**src/rtl/mnist_pkg.sv**
```systemverilog
// Shared constants and state encoding for the MNIST classifier back end.
package mnist_pkg;

    localparam int NUM_CLASSES = 10;
    localparam int DATA_W      = 32;
    localparam int IDX_W       = 4;

    typedef enum logic {
        ST_IDLE  = 1'b0,
        ST_ACCUM = 1'b1
    } state_t;

endpackage

```
**src/rtl/mnist_signed_max_cmp.sv**
```systemverilog
// Signed strict-greater compare and select of a candidate against the running best.
// Ties keep the incumbent, so the earliest (lowest) index wins.
module mnist_signed_max_cmp #(
    parameter int DATA_W = mnist_pkg::DATA_W,
    parameter int IDX_W  = mnist_pkg::IDX_W
) (
    input  logic [DATA_W-1:0] best_score,
    input  logic [IDX_W-1:0]  best_idx,
    input  logic [DATA_W-1:0] cand_score,
    input  logic [IDX_W-1:0]  cand_idx,
    output logic [DATA_W-1:0] next_score,
    output logic [IDX_W-1:0]  next_idx
);

    logic cand_wins;

    assign cand_wins  = $signed(cand_score) > $signed(best_score);
    assign next_score = cand_wins ? cand_score : best_score;
    assign next_idx   = cand_wins ? cand_idx   : best_idx;

endmodule

```
**src/rtl/mnist_argmax_classifier.sv**
```systemverilog
// Streaming argmax over NUM_CLASSES signed logits, one result pulse per frame.
// Define MNIST_ARGMAX_TIMEOUT_EN to drop frames that stall longer than TIMEOUT_CYCLES.
module mnist_argmax_classifier #(
    parameter int NUM_CLASSES = mnist_pkg::NUM_CLASSES,
    parameter int DATA_W      = mnist_pkg::DATA_W,
    parameter int IDX_W       = mnist_pkg::IDX_W,
    parameter int CNT_W       = 16
`ifdef MNIST_ARGMAX_TIMEOUT_EN
    , parameter int TIMEOUT_CYCLES = 1024
`endif
) (
    input  logic              clk,
    input  logic              rst,
    input  logic              logit_valid,
    input  logic [DATA_W-1:0] logit_in,
    input  logic              frame_start,
    output logic [IDX_W-1:0]  class_idx,
    output logic [DATA_W-1:0] class_score,
    output logic              class_valid,
    output logic              busy,
    output logic [CNT_W-1:0]  frame_cnt,
    output logic              err
);

    import mnist_pkg::*;

    localparam logic [IDX_W-1:0] LAST_IDX = IDX_W'(NUM_CLASSES - 1);

    state_t            state;
    logic [IDX_W-1:0]  cnt;
    logic [IDX_W-1:0]  best_idx;
    logic [DATA_W-1:0] best_score;
    logic [IDX_W-1:0]  cmp_idx;
    logic [DATA_W-1:0] cmp_score;
    logic [IDX_W-1:0]  win_idx;
    logic [DATA_W-1:0] win_score;
    logic [IDX_W-1:0]  beat_idx;
    logic              first_beat;
    logic              last_beat;
    logic              drop;

`ifdef MNIST_ARGMAX_TIMEOUT_EN
    localparam int IDLE_W = $clog2(TIMEOUT_CYCLES + 1);

    logic [IDLE_W-1:0] idle_cnt;
    logic              timeout_hit;

    assign timeout_hit = (state == ST_ACCUM) && (idle_cnt == IDLE_W'(TIMEOUT_CYCLES));

    // Idle gap counter only runs while a frame is partially received.
    always_ff @(posedge clk or posedge rst) begin
        if (rst) begin
            idle_cnt <= '0;
        end else if (frame_start || timeout_hit || logit_valid || (state != ST_ACCUM)) begin
            idle_cnt <= '0;
        end else begin
            idle_cnt <= idle_cnt + IDLE_W'(1);
        end
    end

    always_ff @(posedge clk or posedge rst) begin
        if (rst) begin
            err <= 1'b0;
        end else if (frame_start) begin
            err <= 1'b0;
        end else if (timeout_hit) begin
            err <= 1'b1;
        end
    end

    assign drop = frame_start || timeout_hit;
`else
    assign err  = 1'b0;
    assign drop = frame_start;
`endif

    // A beat after a drop or from IDLE restarts the frame at index 0.
    assign first_beat = drop || (state == ST_IDLE);
    assign beat_idx   = first_beat ? '0 : cnt;
    assign last_beat  = (beat_idx == LAST_IDX);

    mnist_signed_max_cmp #(
        .DATA_W (DATA_W),
        .IDX_W  (IDX_W)
    ) u_cmp (
        .best_score (best_score),
        .best_idx   (best_idx),
        .cand_score (logit_in),
        .cand_idx   (cnt),
        .next_score (cmp_score),
        .next_idx   (cmp_idx)
    );

    assign win_score = first_beat ? logit_in : cmp_score;
    assign win_idx   = first_beat ? '0       : cmp_idx;

    assign busy = (state == ST_ACCUM);

    // Later assignments win: an accepted beat overrides the drop's return to IDLE.
    always_ff @(posedge clk or posedge rst) begin
        if (rst) begin
            state       <= ST_IDLE;
            cnt         <= '0;
            best_score  <= '0;
            best_idx    <= '0;
            class_idx   <= '0;
            class_score <= '0;
            class_valid <= 1'b0;
            frame_cnt   <= '0;
        end else begin
            class_valid <= 1'b0;
            if (drop) begin
                state <= ST_IDLE;
                cnt   <= '0;
            end
            if (logit_valid) begin
                best_score <= win_score;
                best_idx   <= win_idx;
                if (last_beat) begin
                    class_idx   <= win_idx;
                    class_score <= win_score;
                    class_valid <= 1'b1;
                    frame_cnt   <= frame_cnt + CNT_W'(1);
                    state       <= ST_IDLE;
                    cnt         <= '0;
                end else begin
                    state <= ST_ACCUM;
                    cnt   <= beat_idx + IDX_W'(1);
                end
            end
        end
    end

endmodule

```
**config.mk**
```make
export PLATFORM = sky130hd
export DESIGN_NAME = mnist_argmax_classifier
export DESIGN_NICKNAME = d
export VERILOG_FILES = /design/src/rtl/mnist_pkg.sv /design/src/rtl/mnist_signed_max_cmp.sv /design/src/rtl/mnist_argmax_classifier.sv
export SDC_FILE = /design/constraint.sdc
export NUM_CORES = 1
export LEC_CHECK = 0
export ABC_CLOCK_PERIOD_IN_PS = 8100
export CAP_MARGIN = 10
export CORE_MARGIN = 3
export CORE_UTILIZATION = 57
export DETAILED_ROUTE_END_ITERATION = 8
export PLACE_DENSITY = 0.86
export SLEW_MARGIN = 30
export SYNTH_ARGS = -nofsm -noshare
export SYNTH_HDL_FRONTEND = slang
export SYNTH_SLANG_ARGS = --single-unit
```
**constraint.sdc**
```tcl
create_clock -name clk -period 8.1 [get_ports clk]
set_input_delay 2.43 -clock clk [delete_from_list [all_inputs] [get_ports clk]]
set_output_delay 2.43 -clock clk [all_outputs]
set_load 0.05 [all_outputs]
```
# ---- After elaboration in Yosys (flattened, before gate mapping)
# Cells that the tools add are included.
dict set report word_totals {
  ff_bits 94
  latch_bits 0
  ramBits 0
  rom_bits 0
  input_bits 36
  out_inout_bits 55
  mem_count 0
}
dict set report classes {
  n_addsub 2
  n_mul 0
  div 0
  n_lt_le_gt_ge 1
  eq_ne 1
  shift 0
  muxes 13
  n_bitwise 1
  reduce_logical 3
}
# op count
set ops {}
lappend ops {{32-bit two-way mux} 2}
lappend ops {{32-bit > comparator} 1}
lappend ops {{4-bit two-way mux} 6}
lappend ops {{16-bit by 1-bit adder with 16-bit output (second input constant)} 1}
lappend ops {{1-bit two-way mux} 5}
lappend ops {{4-bit by 1-bit adder with 4-bit output (second input constant)} 1}
lappend ops {{4-bit == test (second input constant)} 1}
lappend ops {{2-bit AND reduction} 1}
lappend ops {{2-bit nonzero test} 1}
lappend ops {{1-bit logical OR} 1}
lappend ops {{1-bit NOT} 1}

# ---- Logic depth before layout (Yosys ltp)
# Gate-level depths: netlist of the first run.
dict set report depth {
  ltp_word 6
  ltp_mapped 13
  depth_no_buf 11
}

# ---- Hierarchy
# A second synthesis of the first run with hierarchy kept.
dict set report hier_totals {
  cells_unflattened 611
  area_unflattened_um2 5320.1
}
# module n_inst cells_each area_per_inst_um2
set modules_own_cells {}
lappend modules_own_cells {mnist_argmax_classifier 1 455 4041.4}
lappend modules_own_cells {mnist_signed_max_cmp 1 156 1278.7}

# ---- Worst setup path after synthesis of the first run
# No wires, ideal clock.
dict set report synth_timing {
  kind {input to register}
  from {in logit_in[31]}
  to {reg best_score[0]}
  arrival_ns 4.551
  required_ns 7.973
  path_slack_ns 3.422
  stages 10
  n_path_buf 2
  path_cell_list {ha_1 nand4_2 nor2_1 a211oi_1 nand4_1 o211ai_4 nand2b_1 buf_6 buf_6 mux2_1}
}
dict set report synth_between {
  elab_chain_len 3
}
# element line_no
set synth_rtl {}
lappend synth_rtl {{from (decl)} mnist_argmax_classifier.sv:15} ;# input logic [DATA_W-1:0] logit_in,
lappend synth_rtl {{32-bit > comparator} mnist_signed_max_cmp.sv:17} ;# assign cand_wins = $signed(cand_score) > $signed(best_score);
lappend synth_rtl {{32-bit two-way mux} mnist_signed_max_cmp.sv:18} ;# assign next_score = cand_wins ? cand_score : best_score;
lappend synth_rtl {{32-bit two-way mux} mnist_argmax_classifier.sv:94} ;# assign win_score = first_beat ? logit_in : cmp_score;
lappend synth_rtl {{to (signal assigned)} mnist_argmax_classifier.sv:117} ;# best_score <= win_score;
lappend synth_rtl {{to (decl)} mnist_argmax_classifier.sv:32} ;# logic [DATA_W-1:0] best_score;
# Every way passes these cells.
# A chain may end at the register's enable or synchronous reset.

# ---- Final worst setup path of the first run
dict set report layout_timing {
  from {in frame_start}
  to {reg frame_cnt[1]}
}
dict set report layout_between {
  elab_chain_len 4
}
# element line_no
set layout_rtl {}
lappend layout_rtl {{from (decl)} mnist_argmax_classifier.sv:16} ;# input logic frame_start,
lappend layout_rtl {{1-bit logical OR} mnist_argmax_classifier.sv:78} ;# assign first_beat = drop || (state == ST_IDLE);
lappend layout_rtl {{4-bit two-way mux} mnist_argmax_classifier.sv:79} ;# assign beat_idx = first_beat ? '0 : cnt;
lappend layout_rtl {{4-bit == test} mnist_argmax_classifier.sv:80} ;# assign last_beat = (beat_idx == LAST_IDX);
lappend layout_rtl {{2-bit AND reduction (no line)} n/a}
lappend layout_rtl {{to (signal assigned)} mnist_argmax_classifier.sv:123} ;# frame_cnt <= frame_cnt + CNT_W'(1);
lappend layout_rtl {{to (decl)} mnist_argmax_classifier.sv:21} ;# output logic [CNT_W-1:0] frame_cnt,
# Every way passes these cells.

==> results of run 1 <==
cell families (layout without fill, tap and decap cells):
kind of cell    Yosys count  count (layout)  synth area share, %
fa+ha+maj                35              35                8.823
other cells               1               1              0.07555
xor+xnor                 15              15                2.647
compound gates           78              78                9.352
simple gates            107             107                10.03
mux                      67              67                16.13
buf+inv                  59             148                5.546
flops                    94              94                47.39
worst register-to-register path, delay by kind of cell, from the launching register on:
family / cells / cell delay (ns)
multiplexers: 1 / 0.42
AND/OR/NAND/NOR: 5 / 1.51
flip-flops: 1 / 0.42
buffers and inverters: 2 / 0.71
adder cells (fa/ha/maj): 1 / 0.14
state kept, by name (all words and copies together) (netlist names):
| register | count |
|---|---|
| cnt | 4 |
| class_idx | 4 |
| busy | 1 |
| class_score | 32 |
| class_valid | 1 |
| frame_cnt | 16 |
| best_idx | 4 |
| best_score | 32 |
metrics by stage:
step	worst slack (ns)	power [mW]	cells	util [%]	cell area (µm²)
5_1_grt	2.430	1.242	650	73.34	6117
3_5_place_dp	2.323	0.8391	634	70.67	5894
6_report	2.659	1.180	650	73.34	6117
3_3_place_gp	2.267	0.8229	634	70.61	5889
4_1_cts	2.699	1.189	650	73.34	6117
2_1_floorplan	3.221	0.7679	456	-	4964
cells in the mapped netlist (3+ instances only):
library cell,count
o21ai_0,9
clkbuf_1,10
xor2_1,5
nand3_1,7
inv_1,40
mux2_1,3
a22o_1,5
xnor2_1,10
and3_1,3
buf_4,4
mux2_4,23
nor2_1,46
nand2_1,27
mux2_2,9
nand4_1,12
a21oi_1,49
ha_1,35
dfrtp_1,94
mux2i_1,32
worst min-delay path by stage:
stage                                    startpoint                   endpoint  slack [ns]  cells past startpoint
after floorplan             best_idx[2]$_DFFE_PP0P_   class_idx[2]$_DFFE_PP0P_        0.47                      2
after global placement    frame_cnt[15]$_DFFE_PP0P_  frame_cnt[15]$_DFFE_PP0P_        0.46                      1
after detailed placement  frame_cnt[15]$_DFFE_PP0P_  frame_cnt[15]$_DFFE_PP0P_        0.46                      1
after CTS                 frame_cnt[15]$_DFFE_PP0P_  frame_cnt[15]$_DFFE_PP0P_        0.47                      1
after global routing      frame_cnt[15]$_DFFE_PP0P_  frame_cnt[15]$_DFFE_PP0P_        0.50                      1
final                     frame_cnt[15]$_DFFE_PP0P_  frame_cnt[15]$_DFFE_PP0P_        0.47                      1
routing by layer:
| layer | track usage (%) | up-vias |
|---|---|---|
| li1 | - | 1738 |
| met1 | 30.54 | 1781 |
| met2 | 36.00 | 107 |
| met3 | 3.787 | 18 |
| met4 | 7.353 | 0 |
| met5 | 0 | - |
area by class of cell:
type,count,area (µm²),share of cell area (%)
multi-input combinational,303,2345,38.33
tap,105,131.4,2.148
clock buffer,11,141.4,2.311
sequential,94,2352,38.45
clock inverter,5,81.33,1.330
timing repair buffer,92,913.4,14.93
inverter,40,152.6,2.495
layout by cell type, fill, tap and decap left out, types with 2 or more instances in the layout:
cell type	n
buf_4	3
a21oi_1	49
nor4_2	2
and3_1	3
nor2b_1	2
clkbuf_8	10
ha_1	35
nand4_1	12
nor3_1	2
mux2_2	9
mux2_4	23
nand3_1	7
xnor2_1	10
xor2_1	5
mux2i_1	32
dfrtp_1	94
bufinv_16	2
o21a_1	2
o21ai_0	9
a31oi_1	2
inv_1	39
clkdlybuf4s50_1	89
o211ai_1	2
nand2_1	27
mux2_1	3
nor2_1	46
a22o_1	5
power by group through the flow:
stage	clock network, mW	registers, mW	logic, mW
global placement	0	0.546	0.277
floorplan	0	0.541	0.227
detailed placement	0	0.549	0.290
CTS	0.355	0.541	0.293
finish	0.349	0.541	0.290
global route	0.374	0.547	0.322
==> summary.txt, run 1 <==
Status
  – Status: finished clean

Floorplan
  – Rows: 33
  – # IOs: 91
  – Core Box Area: 8341 µm²
  – Die Area: 9863 µm²
  – Die Ht: 99.32 µm
  – Die width: 99.32 µm
  – Starting Density: 59.51%

Setup path
  – End of the worst register-to-register path: frame_cnt[1]$_DFFE_PP0P_
  – Nature of the critical path startpoint: input port
  – Reg2reg start: busy$_DFFE_PP0P_
  – Setup crit end: frame_cnt[1]$_DFFE_PP0P_
  – Worst path max stage delay: 0.60 ns
  – CP Launch Point: frame_start
  – Slowest stage cell on the critical path: buf_4
  – Critical path depth: 10
  – Cell mode on critical path: nand2_1
  – Required time of the worst setup path: 8.35 ns
  – CP Class: in -> reg
  – Top delay family on crit path: simple AND/OR/NAND/NOR gates
  – Critical-path cell list: clkdlybuf4s50_1, nor2b_1, nand2_1, inv_1, ha_1, nand2_1, nor3_1, and2_2, buf_4, mux2_2
  – Critical path buffer and inverter count: 3
  – Crit Path Max Fanout: 77
  – Flop2flop setup slack: 4.81 ns
  – Reg2reg path depth: 9
  – CP Capture Type: flip-flop
  – Crit path DAT: 5.69 ns

Power
  – Sw power: 0.3431 mW
  – Sw frac: 29.08%
  – Clk network pwr share: 29.6%
  – P_leak: 2.870 nW
  – Pint: 0.8368 mW
  – Peak supply drop: 108.3 µV
  – Pwr dens: 192.9 nW/µm²
  – Comb pwr share: 24.6%
  – Sequential power share: 45.8%

Clock tree
  – Clock slew at reported path FFs: 0.09 ns
  – Clk buf depth: 2
  – Num CTS Buffers: 9
  – Resized cells post-CTS: 0
  – Clk Latency, worst-skew pair: 0.37 ns
  – TritonCTS clock tree: done
  – Root buf cell: clkbuf_8
  – # hold bufs at CTS: 0
  – CTS sink count: 94
  – Post-CTS Repair Setup Buffers: 0
  – Htree depth: 3

Yosys
  – Post-Syn Area: 4964 µm²
  – EDFF count, synth: 0
  – Synthesis warning total: 0
  – Register area share after synthesis: 47.39%
  – Synth unique cells: 43
  – Seq cells post-synth: 94
  – Post-Syn Nets: 527
  – Mean Syn Cell Area: 10.88 µm²
  – FFs w/ async S/R, synth: 100.0%
  – Post-Syn Instances: 456
  – Synth area leader: dfrtp_1
  – Synth area leaders: dfrtp_1 47%, ha_1 8.8%, mux2_4 7.0%
  – Yosys top cell area share: 47.39%
  – Ys flop type: dfrtp_1

Timing
  – Slew @ Worst Pin: 0.8278 ns
  – Clock skew: 0.01358 ns
  – Post-route setup TNS: 0 ns
  – Setup violations, final: 0
  – Worst hold margin: 0.4734 ns
  – Fmax: 183.8 MHz
  – Final Hold Violating Endpoints: 0
  – Post-route clock period utilization: 67.17%
  – Max transition margin: 44.81%
  – Unrepaired setup endpoints after global routing: no
  – Post-route minimum period: 5.441 ns
  – Fin. max-slew vios: 0

Final layout
  – ANT cells: 0
  – Nets: 611
  – Fillers: 584
  – Area grow syn2layout: 23.24%
  – Share of cells above drive strength 1: 10.64%

Routing
  – WL per Instance: 16.00 µm
  – Vias per cell: 5.606
  – DR vias: 3644
  – Post-DRT Antenna Nets: 0
  – DRC Markers: 0
  – Pre-antenna DRT Iters: 5
  – Iter 0 DRT Violations: 158
  – Met1 wire length: 4697 µm
  – Met2 routed WL: 4978 µm
  – DRT Wirelength: 10400 µm
  – Detail Route met3 WL: 548 µm
  – Top layer in use: met4

Global route
  – Antenna violations before repair: 0
  – GRT Overall Usage: 22.21%
  – Largest net degree at the start of global routing: 78
  – Vias in the first global route: 3679
  – First-pass GRT wire length: 17710 µm
  – Remaining Overflow, GRT: 0

Hold path
  – Min-Delay Path Class: reg -> reg

Place
  – Placer congestion estimate: 0.8338
  – HPWL after DPL: 7308 µm
  – # port buffers: 89

Run
  – # Max-Cap Violations: 0
Power figures use the tool's default switching activity.
==> run 2, diff against run 1 <==
- ABC_CLOCK_PERIOD_IN_PS: 8100 -> 5550
- CORE_UTILIZATION: 57 -> 53
- PLACE_DENSITY: 0.86 -> 0.81
- clock period: 8.1 -> 5.55 ns (I/O delays scaled with it)
==> run 2 against run 1 <==
  * Global-route usage fell by 0.91 points
  * Non-clock buffer count up 3
  * Clock power increased by 57%
  * Via count decreased by 0.74%
  * Largest cell class unchanged
==> summary.txt, run 2 (synthesis results as in run 1) <==
Status
  – Status: finished clean

Global route
  – Antenna violations before repair: 0
  – First-pass GRT wire length: 17790 µm
  – GRT Overall Usage: 21.30%
  – Vias in the first global route: 3783
  – Remaining Overflow, GRT: 0
  – Largest net degree at the start of global routing: 71

Power
  – Total Power: 1.762 mW
  – Peak supply drop: 173.2 µV
  – P_leak: 2.886 nW
  – Pwr dens: 286.4 nW/µm²

Final layout
  – ANT cells: 0
  – Area grow syn2layout: 23.97%
  – Fillers: 629
  – Largest registers: best_score (32), class_score (32), frame_cnt (16)
  – Most frequent cells in the layout: 94 x dfrtp_1, 89 x clkdlybuf4s50_1, 49 x a21oi_1
  – Nets: 614
  – FF+latch area: 2352 µm²
  – Area occupied by multi-input gates: 2340 µm²
  – Most common cell after layout, fill and taps aside: dfrtp_1
  – Final instance area: 6153 µm²
  – Share of cells above drive strength 1: 10.95%

Routing
  – Iter 0 DRT Violations: 127
  – WL per Instance: 16.21 µm
  – DR vias: 3617
  – Post-DRT Antenna Nets: 0
  – DRC Markers: 0
  – DRT Wirelength: 10640 µm
  – Pre-antenna DRT Iters: 4
  – Vias per cell: 5.514

Clock tree
  – TritonCTS clock tree: done
  – # hold bufs at CTS: 0
  – Clk buf depth: 2
  – Root buf cell: clkbuf_8
  – Post-CTS Repair Setup Buffers: 0
  – CTS sink count: 94
  – Clk Latency, worst-skew pair: 0.37 ns
  – Resized cells post-CTS: 0
  – Clock slew at reported path FFs: 0.09 ns
  – Num CTS Buffers: 9
  – Htree depth: 3

Floorplan
  – Rows: 34
  – # IOs: 91
  – Core Box Area: 8891 µm²
  – Starting Density: 55.83%
  – Die Area: 10560 µm²
  – Die width: 102.8 µm
  – Die Ht: 102.8 µm

Timing
  – Post-route clock period utilization: 86.25%
  – Unrepaired setup endpoints after global routing: no
  – Slew @ Worst Pin: 0.8612 ns
  – Fmax: 208.9 MHz
  – Max transition margin: 42.58%
  – Setup violations, final: 0
  – Final Hold Violating Endpoints: 0
  – Clock skew: 0.01660 ns
  – Setup ws final: 0.7631 ns
  – Post-route minimum period: 4.787 ns
  – Fin. max-slew vios: 0
  – Post-route setup TNS: 0 ns

Setup path
  – Crit Path Max Fanout: 69
  – CP Class: in -> reg
  – Nature of the critical path startpoint: input port
  – Reg2reg start: busy$_DFFE_PP0P_
  – CP Launch Point: frame_start
  – Crit path DAT: 5.04 ns
  – Required time of the worst setup path: 5.80 ns
  – CP Capture Type: flip-flop

Place
  – Placed Instance Area: 5916 µm²
  – HPWL after DPL: 7471 µm
  – Pre-CTS WS: 0.5161 ns
  – Placer congestion estimate: 0.8612
  – # port buffers: 89

Hold path
  – HP Start: frame_cnt[15]$_DFFE_PP0P_
  – Min-Delay Path Class: reg -> reg

Run
  – # Max-Cap Violations: 0
[run 2: final cells by class]
class	count	share of cell area (%)
timing repair buffer	95	15.21
clock inverter	5	1.728
multi-input combinational	303	38.02
tap	108	2.196
clock buffer	11	2.135
sequential	94	38.23
inverter	40	2.481
[run 2: report_power, final]
part	internal [mW]	switching (mW)
Combinational	0.215	0.213
Sequential	0.741	0.0453
Clock	0.302	0.246
[run 2: worst paths after layout]
| kind | to | slack (ns) | depth (start not counted) |
|---|---|---|---|
| worst min-delay path | frame_cnt[15]$_DFFE_PP0P_ | 0.48 | 1 |
| max in group asynchronous | class_score[17]$_DFFE_PP0P_ | 2.82 | 3 |
| worst max-delay path | frame_cnt[1]$_DFFE_PP0P_ | 0.76 | 10 |
| worst min register to register | frame_cnt[15]$_DFFE_PP0P_ | 0.48 | 1 |
| worst max register to register | frame_cnt[1]$_DFFE_PP0P_ | 2.13 | 9 |
| min in group asynchronous | best_score[9]$_DFFE_PP0P_ | 1.82 | 2 |
[run 2: layer usage]
| metal | vias to the layer above | track usage [%] | wire, µm |
|---|---|---|---|
| li1 | 1739 | - | - |
| met5 | - | 0 | 0 |
| met1 | 1792 | 27.34 | 4747 |
| met3 | 8 | 4.804 | 495 |
| met2 | 78 | 36.84 | 5303 |
| met4 | 0 | 5.080 | 89 |
[run 2: critical path, stage by stage]
cell and delay [ns]:
clkdlybuf4s50_1 0.47, nor2b_1 0.51, nand2_1 0.20, inv_1 0.12, ha_1 0.15, nand2_1 0.06, nor3_1 0.45, and2_2 0.39
buf_4 0.60, mux2_2 0.41
[run 2: through the flow]
stage	instances	util, %	hold WS [ns]
floorplan	456	-	0.4693
global placement	640	66.54	0.4592
detailed placement	640	66.54	0.4661
CTS	656	69.21	0.4792
global route	656	69.21	0.4995
finish	656	69.21	0.4781
==> run 3, diff against run 2 <==
--- a/config.mk
+++ b/config.mk
@@ -8,5 +8,5 @@
 export ABC_CLOCK_PERIOD_IN_PS = 5550
-export CAP_MARGIN = 10
+export CAP_MARGIN = 20
 export CORE_MARGIN = 3
-export CORE_UTILIZATION = 53
+export CORE_UTILIZATION = 54
 export DETAILED_ROUTE_END_ITERATION = 8
@@ -16,2 +16,3 @@
 export SYNTH_HDL_FRONTEND = slang
+export SYNTH_HIERARCHICAL = 1
 export SYNTH_SLANG_ARGS = --single-unit
==> constraint.sdc (replaced) <==
create_clock -name clk -period 5.55 [get_ports clk]
set_input_delay 1.3875 -clock clk [delete_from_list [all_inputs] [get_ports clk]]
set_output_delay 1.3875 -clock clk [all_outputs]
set_load 0.05 [all_outputs]
==> run 3 against run 2 <==
  * Synthesized cell count increased by 34%
  * Design area increased by 5.3%
  * Sequential power decreased by 4.8%
  * First-iteration DRC count increased by 99%
  * Core utilization decreased by 0.40 points
  * Flip-flop and latch count unchanged
  * Critical path depth increased by 2
  * Area after synthesis increased by 7.2%
  * Clock-buffer cell count increased by 1
  * Critical endpoint is now best_score[11]$_DFFE_PP0P_
  * Largest cell class is now multi-input gates
==> summary.txt, run 3 <==
Yosys
  – FFs w/ async S/R, synth: 100.0%
  – Commonest cells post-synth: 190 x nand2_1, 94 x dfrtp_1, 44 x inv_1, 44 x nor2_1, 35 x ha_1
  – Synth unique cells: 49
  – Top-count cell post-synth: nand2_1
  – Post-Syn Instances: 611
  – Synth area leader: dfrtp_1
  – Yosys top cell area share: 44.21%
  – Mean Syn Cell Area: 8.707 µm²
  – Register area share after synthesis: 44.21%
  – Synthesis warning total: 6
  – EDFF count, synth: 0
  – Seq cells post-synth: 94
  – Post-Syn Area: 5320 µm²
  – Synth area leaders: dfrtp_1 44%, nand2_1 13%, ha_1 8.2%
  – Post-Syn Nets: 682
  – Ys flop type: dfrtp_1

Clock tree
  – # hold bufs at CTS: 0
  – Clock slew at reported path FFs: 0.09 ns
  – Num CTS Buffers: 9
  – CTS sink count: 94
  – Clk Latency, worst-skew pair: 0.35 ns
  – Resized cells post-CTS: 0
  – Root buf cell: clkbuf_8
  – TritonCTS clock tree: done
  – Htree depth: 3
  – Clk buf depth: 2
  – Post-CTS Repair Setup Buffers: 0

Timing
  – Final Hold Violating Endpoints: 0
  – Max transition margin: 46.39%
  – Slew @ Worst Pin: 0.8042 ns
  – Unrepaired setup endpoints after global routing: no
  – Post-route clock period utilization: 76.14%
  – Clock skew: 0.01013 ns
  – Setup violations, final: 0
  – Fmax: 236.7 MHz
  – Fin. max-slew vios: 0
  – Post-route minimum period: 4.226 ns
  – Worst hold margin: 0.4790 ns
  – Post-route setup TNS: 0 ns

Global route
  – Antenna violations before repair: 0
  – Largest net degree at the start of global routing: 85
  – Remaining Overflow, GRT: 0
  – GRT Overall Usage: 23.11%
  – Vias in the first global route: 4466
  – First-pass GRT wire length: 21280 µm

Floorplan
  – Core Box Area: 9415 µm²
  – Die Area: 11080 µm²
  – Rows: 35
  – # IOs: 91
  – Die width: 105.3 µm
  – Die Ht: 105.3 µm
  – Starting Density: 56.50%

Final layout
  – Fillers: 750
  – Nets: 757
  – ANT cells: 0
  – Most common cell after layout, fill and taps aside: nand2_1
  – Largest registers: best_score (32), class_score (32), frame_cnt (16)
  – FF+latch area: 2352 µm²
  – Area occupied by multi-input gates: 2650 µm²
  – Share of cells above drive strength 1: 9.407%
  – Most frequent cells in the layout: 190 x nand2_1, 94 x dfrtp_1, 88 x clkdlybuf4s50_1
  – Post-Layout Cell Count: 820
  – Area grow syn2layout: 21.78%

Routing
  – WL per Instance: 14.87 µm
  – Met1 wire length: 5545 µm
  – Detail Route met3 WL: 469 µm
  – Post-DRT Antenna Nets: 0
  – Pre-antenna DRT Iters: 5
  – Iter 0 DRT Violations: 253
  – DR vias: 4414
  – Top layer in use: met4
  – Vias per cell: 5.383
  – Met2 routed WL: 5986 µm
  – DRC Markers: 0
  – DRT Wirelength: 12190 µm

Place
  – Placed Cells incl. Taps: 804
  – Placer congestion estimate: 0.8238
  – HPWL after DPL: 8438 µm
  – # port buffers: 89

Hold path
  – Min-Delay Path Class: reg -> reg

Power
  – P_leak: 3.174 nW
  – Peak supply drop: 126.5 µV
  – Pwr dens: 245.4 nW/µm²

Setup path
  – Cell mode on critical path: nand2_1
  – Crit path DAT: 4.41 ns
  – Top delay family on crit path: simple AND/OR/NAND/NOR gates
  – Required time of the worst setup path: 5.74 ns
  – Nature of the critical path startpoint: input port
  – Reg2reg path depth: 12
  – CP Capture Type: flip-flop
  – Flop2flop setup slack: 2.45 ns
  – Critical-path cell list: clkdlybuf4s50_1, ha_1, nand4_2, nor4_2, nand2_1, nor3_1, nor2_1, a311oi_4, buf_4, mux2_2, nand2_1, a31oi_1
  – Worst path max stage delay: 0.47 ns
  – Slowest stage cell on the critical path: clkdlybuf4s50_1
  – End of the worst register-to-register path: best_score[11]$_DFFE_PP0P_
  – Reg2reg start: best_score[31]$_DFFE_PP0P_
  – CP Launch Point: logit_in[31]
  – Critical path depth: 12
  – CP Class: in -> reg
  – Critical path buffer and inverter count: 2
  – Crit Path Max Fanout: 21
  – Setup crit end: best_score[11]$_DFFE_PP0P_

Status
  – Status: finished clean

Run
  – # Max-Cap Violations: 0
-- run 3: cell types whose count changed after synthesis, moves of 5 or more --
cell      change
mux2_4       -23
mux2_2       +24
nand3_1      +10
nand2_1     +163
clkbuf_1      +9
a22o_1        -5
a31oi_1      +31
mux2i_1      -32
a21oi_1      -35
-- run 3: power by group --
group / switching [mW] / internal, mW / total, mW / leakage, nW
registers: 0.0282 / 0.721 / 0.749 / 1.21
clock network: 0.242 / 0.235 / 0.477 / 0.103
logic: 0.200 / 0.164 / 0.364 / 1.86
total: 0.470 / 1.12 / 1.59 / 3.17
-- run 3: worst register-to-register path, stage by stage (launching register included) --
cell and delay, ns:
dfrtp_1 0.38, inv_1 0.05, ha_1 0.32, nand4_2 0.15, nor4_2 0.37, nand2_1 0.17
nor3_1 0.21, nor2_1 0.09, a311oi_4 0.31, buf_4 0.34, mux2_2 0.42, nand2_1 0.07
a31oi_1 0.09
-- run 3: per-stage QoR --
stage                     utilization, %  setup WS (ns)  cell area, µm²  total power, mW
after global routing               68.81          1.123            6479            1.677
after global placement             66.54          1.044            6265            1.104
after floorplan                        -          1.714            5320            1.030
after detailed placement           66.58         0.9729            6269            1.123
after CTS                          68.81          1.351            6479            1.600
final                              68.81          1.324            6479            1.590
-- run 3: kinds of logic (layout without fill, tap and decap cells) --
| group | count (synthesis) | in the layout | synth area share [%] |
|---|---|---|---|
| compound gates | 69 | 69 | 8.255 |
| flops | 94 | 94 | 44.21 |
| mux | 36 | 36 | 7.620 |
| other cells | 1 | 1 | 0.07049 |
| simple gates | 285 | 285 | 22.93 |
| buf+inv | 76 | 156 | 6.068 |
| xor+xnor | 15 | 15 | 2.611 |
| fa+ha+maj | 35 | 35 | 8.231 |
-- run 3: layout make-up --
type / count / area share, %
multi-input combinational: 441 / 40.90
sequential: 94 / 36.31
timing repair buffer: 95 / 14.37
inverter: 45 / 2.684
tap: 129 / 2.491
clock buffer: 12 / 2.395
clock inverter: 4 / 0.8497
-- run 3: worst min-delay path by stage --
| stage | from | endpoint | slack [ns] | cells after the start |
|---|---|---|---|---|
| 6_report | class_score[7]$_DFFE_PP0P_ | class_score[7]$_DFFE_PP0P_ | 0.48 | 2 |
| 5_1_grt | class_score[7]$_DFFE_PP0P_ | class_score[7]$_DFFE_PP0P_ | 0.51 | 2 |
| 4_1_cts | class_score[25]$_DFFE_PP0P_ | class_score[25]$_DFFE_PP0P_ | 0.48 | 2 |
| 3_5_place_dp | class_score[25]$_DFFE_PP0P_ | class_score[25]$_DFFE_PP0P_ | 0.46 | 2 |
| 3_3_place_gp | class_score[22]$_DFFE_PP0P_ | class_score[22]$_DFFE_PP0P_ | 0.46 | 2 |
| 2_1_floorplan | best_idx[1]$_DFFE_PP0P_ | best_idx[1]$_DFFE_PP0P_ | 0.49 | 2 |
-- run 3: per-layer routing --
metal,GRT usage (%),vias to the layer above
met4,7.591,0
li1,-,2166
met5,0,-
met1,31.03,2135
met2,38.84,101
met3,2.939,12
